===== src/rtl/seg7_scan_driver.sv =====
// rtl/seg7_scan_driver.sv - tear-free four-digit seven-segment scan driver with hex decode and leading-zero blanking
module seg7_scan_driver #(
  parameter int REFRESH_DIV = 100000
) (
  input  logic        clk,
  input  logic        rst,
  input  logic [15:0] value_in,
  input  logic [3:0]  dp_in,
  input  logic        value_valid,
  input  logic        freeze,
  input  logic        blank_lz,
  output logic [6:0]  seg,
  output logic        dp,
  output logic [3:0]  an,
  output logic [15:0] held_value,
  output logic        frame_tick
);

  // Prescaler width; a divider of 2 still needs one bit.
  localparam int PW = (REFRESH_DIV > 1) ? $clog2(REFRESH_DIV) : 1;
  localparam logic [PW-1:0] PCNT_MAX = PW'(REFRESH_DIV - 1);

  // Capture stage: most recent value from the processor.
  logic [15:0]   held_value_q, held_value_d;
  logic [3:0]    held_dp_q, held_dp_d;

  // Scan timing.
  logic [PW-1:0] pcnt_q, pcnt_d;
  logic [1:0]    idx_q, idx_d;
  logic          slot_tick;
  logic          frame_wrap;

  // Frame buffer: only reloaded at the digit-3 to digit-0 wrap so a frame never mixes two values.
  logic [15:0]   frame_value_q, frame_value_d;
  logic [3:0]    frame_dp_q, frame_dp_d;
  logic          frame_tick_q, frame_tick_d;

  // Output register: everything on the pins comes straight from flops.
  logic [6:0]    seg_q, seg_d;
  logic          dp_q, dp_d;
  logic [3:0]    an_q, an_d;

  // Digit selection and decode.
  logic [3:0]    nib;
  logic [15:0]   upper_bits;
  logic          digit_blank;
  logic [6:0]    seg_decoded;

  // Capture on a valid strobe unless the display is frozen.
  always_comb begin
    held_value_d = held_value_q;
    held_dp_d    = held_dp_q;
    if (value_valid && !freeze) begin
      held_value_d = value_in;
      held_dp_d    = dp_in;
    end
  end

  // Prescaler, digit index and frame-buffer reload; the reload uses the pre-edge held value.
  always_comb begin
    slot_tick     = (pcnt_q == PCNT_MAX);
    frame_wrap    = slot_tick && (idx_q == 2'd3);
    pcnt_d        = slot_tick ? '0 : pcnt_q + 1'b1;
    idx_d         = slot_tick ? idx_q + 2'd1 : idx_q;
    frame_value_d = frame_wrap ? held_value_q : frame_value_q;
    frame_dp_d    = frame_wrap ? held_dp_q : frame_dp_q;
    frame_tick_d  = frame_wrap;
  end

  // Pick the current nibble and decide whether it is a blanked leading zero.
  always_comb begin
    nib         = frame_value_q[{idx_q, 2'b00} +: 4];
    upper_bits  = frame_value_q >> {idx_q, 2'b00};
    digit_blank = blank_lz && (idx_q != 2'd0) && (upper_bits == 16'h0000);
  end

  // Active-low hex decode, bit order g..a.
  always_comb begin
    seg_decoded = 7'b1111111;
    case (nib)
      4'h0: seg_decoded = 7'b1000000;
      4'h1: seg_decoded = 7'b1111001;
      4'h2: seg_decoded = 7'b0100100;
      4'h3: seg_decoded = 7'b0110000;
      4'h4: seg_decoded = 7'b0011001;
      4'h5: seg_decoded = 7'b0010010;
      4'h6: seg_decoded = 7'b0000010;
      4'h7: seg_decoded = 7'b1111000;
      4'h8: seg_decoded = 7'b0000000;
      4'h9: seg_decoded = 7'b0010000;
      4'hA: seg_decoded = 7'b0001000;
      4'hB: seg_decoded = 7'b0000011;
      4'hC: seg_decoded = 7'b1000110;
      4'hD: seg_decoded = 7'b0100001;
      4'hE: seg_decoded = 7'b0000110;
      4'hF: seg_decoded = 7'b0001110;
      default: seg_decoded = 7'b1111111;
    endcase
  end

  // Next pin state; anode and segments come from the same index so they switch together.
  always_comb begin
    an_d  = ~(4'b0001 << idx_q);
    seg_d = digit_blank ? 7'b1111111 : seg_decoded;
    dp_d  = digit_blank ? 1'b1 : ~frame_dp_q[idx_q];
  end

  // All state; reset drives the display dark immediately.
  always_ff @(posedge clk or negedge rst) begin
    if (!rst) begin
      held_value_q  <= 16'h0000;
      held_dp_q     <= 4'h0;
      pcnt_q        <= '0;
      idx_q         <= 2'd0;
      frame_value_q <= 16'h0000;
      frame_dp_q    <= 4'h0;
      frame_tick_q  <= 1'b0;
      seg_q         <= 7'h7F;
      dp_q          <= 1'b1;
      an_q          <= 4'hF;
    end else begin
      held_value_q  <= held_value_d;
      held_dp_q     <= held_dp_d;
      pcnt_q        <= pcnt_d;
      idx_q         <= idx_d;
      frame_value_q <= frame_value_d;
      frame_dp_q    <= frame_dp_d;
      frame_tick_q  <= frame_tick_d;
      seg_q         <= seg_d;
      dp_q          <= dp_d;
      an_q          <= an_d;
    end
  end

  assign seg        = seg_q;
  assign dp         = dp_q;
  assign an         = an_q;
  assign held_value = held_value_q;
  assign frame_tick = frame_tick_q;

endmodule


===== config.mk =====
export PLATFORM = sky130hd
export DESIGN_NAME = seg7_scan_driver
export DESIGN_NICKNAME = d
export VERILOG_FILES = /design/src/rtl/seg7_scan_driver.sv
export SDC_FILE = /design/constraint.sdc
export NUM_CORES = 1
export LEC_CHECK = 0
export CORE_UTILIZATION = 40
export CTS_CLUSTER_SIZE = 12
export DETAILED_ROUTE_END_ITERATION = 10
export GPL_ROUTABILITY_DRIVEN = 0
export PLACE_DENSITY = 0.67
export RECOVER_POWER = 100
export SETUP_SLACK_MARGIN = 0.05
export SLEW_MARGIN = 20
export SYNTH_ARGS = -nofsm -noshare
export SYNTH_HDL_FRONTEND = slang
export SYNTH_SLANG_ARGS = --single-unit
export TNS_END_PERCENT = 100

===== constraint.sdc =====
create_clock -name clk -period 2.3 [get_ports clk]
set_clock_uncertainty 0.05 [all_clocks]
set_input_delay 0.575 -clock clk [delete_from_list [all_inputs] [get_ports clk]]
set_output_delay 0.575 -clock clk [all_outputs]
set_load 0.05 [all_outputs]

==> results of run 1 <==
==> stage by stage <==
stage | cell area, um2 | utilization (%)
6_report | 4010 | 51.3
5_1_grt | 4010 | 51.3
4_1_cts | 4120 | 52.8
3_3_place_gp | 3960 | 50.7
2_1_floorplan | 3280 | -
3_5_place_dp | 3960 | 50.7
==> Yosys cell counts (6+ instances only) <==
| master | count | area share (%) |
|---|---|---|
| nand2_1 | 14 | 1.6 |
| mux4_2 | 6 | 4.1 |
| nor2_1 | 10 | 1.1 |
| dfrtp_1 | 60 | 46 |
| nand3_1 | 10 | 1.5 |
| mux2_2 | 40 | 14 |
| inv_1 | 11 | 1.3 |
| dfstp_2 | 12 | 9.6 |
| ha_1 | 11 | 4.2 |
| xnor2_1 | 14 | 3.7 |
==> per-layer routing <==
metal  vias to the layer above  track usage, %
li1                       1017               -
met1                      1041            23.2
met2                        48            23.9
met3                        10            2.96
met4                         0            9.51
met5                         -               0
==> power by group through the flow <==
stage	sequential, uW	combinational (uW)	clock, uW
detailed placement	1380	377	0
finish	1360	359	838
global route	1370	378	921
CTS	1360	378	867
global placement	1380	373	0
floorplan	1520	58.0	0
==> kinds of logic (layout without fill, tap and decap cells) <==
| logic type | count (synthesis) | after routing | share of synthesized area, % |
|---|---|---|---|
| flops | 72 | 72 | 55.4 |
| simple gates | 67 | 67 | 10.8 |
| mux | 47 | 47 | 18.2 |
| buf+inv | 21 | 89 | 3.05 |
| xor+xnor | 18 | 18 | 4.81 |
| compound gates | 17 | 17 | 3.51 |
| fa+ha+maj | 11 | 11 | 4.20 |
==> layout make-up <==
type,count,area (um2)
sequential,72,1820
tap,102,128
multi-input combinational,160,1360
clock buffer,9,124
timing repair buffer,63,500
fill,708,3800
clock inverter,6,37.5
inverter,11,41.3
==> worst min-delay path by stage <==
stage | cells after the start | end | start
6_report | 1 | held_value[0]$_DFFE_PN0P_ | rst
5_1_grt | 1 | held_value[2]$_DFFE_PN0P_ | rst
3_3_place_gp | 1 | pcnt_q[0]$_DFF_PN0_ | pcnt_q[0]$_DFF_PN0_
4_1_cts | 1 | held_value[4]$_DFFE_PN0P_ | rst
3_5_place_dp | 1 | pcnt_q[0]$_DFF_PN0_ | pcnt_q[0]$_DFF_PN0_
2_1_floorplan | 0 | frame_dp_q[0]$_DFFE_PN0P_ | rst
==> flip-flops by register name, summed over array words and instances, names as in the netlist, 2 cells and up <==
register	flops
an	4
seg	7
pcnt_q	17
held_dp_q	4
idx_q	2
frame_value_q	16
frame_dp_q	4
held_value	16
==> repair_timing <==
action                                  4_1_cts  5_1_grt
endpoints found under the setup margin        1        8
hold buffers                                  0        0
pin swaps                                     0        1
resized for setup                             1        1
==> metrics, run 1 <==
WL final around 6000 um; Avg Vias per Cell 5.00; startpoint class of the critical path flip-flop; Yosys warning count 0; final net count between 300 and 400; CP Capture Point held_value[11]; Synth Area per Inst 13.0 um2; Worst EP required between 1500 and 2000 ps; sw frac between 20 and 30%; flops & latches, synth just over 70; Worst EP arrival 1610 ps; antenna violations before repair 0; Starting Density a little over two fifths; reg2reg path depth 6; Hold WC Path Type primary input to async pin; Clock Sinks 72; Worst path max stage delay just under 900 ps; CTS tree yes; Residual DRC 0; Metal-1 WL ~3000 um; # diodes 0; number of DRC markers in iteration 0 82; P_sw 715 uW; Met3 Routed Length 212 um; Final ANT Viol Nets 0; CP max FO 3; via count approximately 2,100; hold_ws between 300 and 400 ps; crit-path cells dlygate4sd3_1; worst vdd rail ir drop about 0.32 mV; Final Setup Violations 0; Tightest Pin Transition 1080 ps; max_cap viols 0; slowest cell on the critical path dlygate4sd3_1; final hold vios 0; metal2 WL about 2800 um; slew margin rel. roughly 28%; pwr dens approximately 640 mW/mm2; core area 0.00781 mm2; Row Count 32; fmax 447 MHz; Inst Count DP between 400 and 500; Die H 92.5 um; status complete, no violations; reg-to-reg slack, setup 180 ps; total CTS buffers 9; Finished Layout Cells 423; worst-case clock buffer depth 2; first-pass GRT wire length roughly 11,000 um; die width roughly 93 um; total chip power 2560 uW; IO Port Bufs 53; most frequent cells in the layout 59 x dfrtp_1, 40 x mux2_2, 34 x clkdlybuf4s50_1; average wire per standard cell about 15 um; Tmin final approximately 2200 ps; crit path launch held_value[11]$_DFFE_PN0P_; Mapped Nets slightly below 300; H-tree levels 3; Most used DFF post-synth dfrtp_1; leading cell type in the layout, fill and taps excluded dfrtp_1; static leakage around 0.0017 uW; number of cells on the critical path 1; crit path kind flip-flop to output port; combinational power share between 10% and 20%; setup TNS 0 ps; fraction of layout cells with a size suffix above 1 between 20% and 30%; Post-Synthesis Cells approximately 250; largest net degree at the start of global routing 34; die footprint 0.00856 mm2; grt total ovfl 0; period utilization ~97%; clock slew seen by the registers of the worst setup and hold paths ~80 ps; clock share of power between 30% and 40%; worst r2r dst frame_value_q[3]$_DFFE_PN0P_; Sequential Power Share between 50% and 60%; vias in the first global route approximately 2,200; GRT Util Overall roughly 16%; nature of the critical path endpoint output port; Crit path max-delay family buffers and inverters; clk_lat worst skew between 300 and 400 ps; io pins 54; internal power 1840 uW; CP bufs+invs 1; Setup WS pre-CTS around 70 ps; Netlist cell types 39; RSZ-0062 raised after global routing false; Post-Syn Area 0.00328 mm2; clock root cell clkbuf_8; area growth from synthesis to layout 22.3%; Top Layer Used met4; FFs w/ async S/R, synth 100%; Setup Fix Bufs, Post-CTS 0; reg-to-reg startpoint pcnt_q[0]$_DFF_PN0_; DR pass1 iterations 4; Post-synth EDFFs 0; setup ws final 64.9 ps; sequential-to-total area share from yosys stat a little under three fifths; detailed placer's ending HPWL between 4000 and 5000 um; fin. max-slew vios 0
(Power assumes the default switching activity.)
==> inputs of run 2 (changes only) <==
CTS_BUF_LIST = sky130_fd_sc_hd__clkbuf_4 sky130_fd_sc_hd__clkbuf_8   (was default)
TNS_END_PERCENT = default   (was 100)
==> results of run 2 <==
Same layout as run 1: the final DEF is identical, and so are final timing and power.
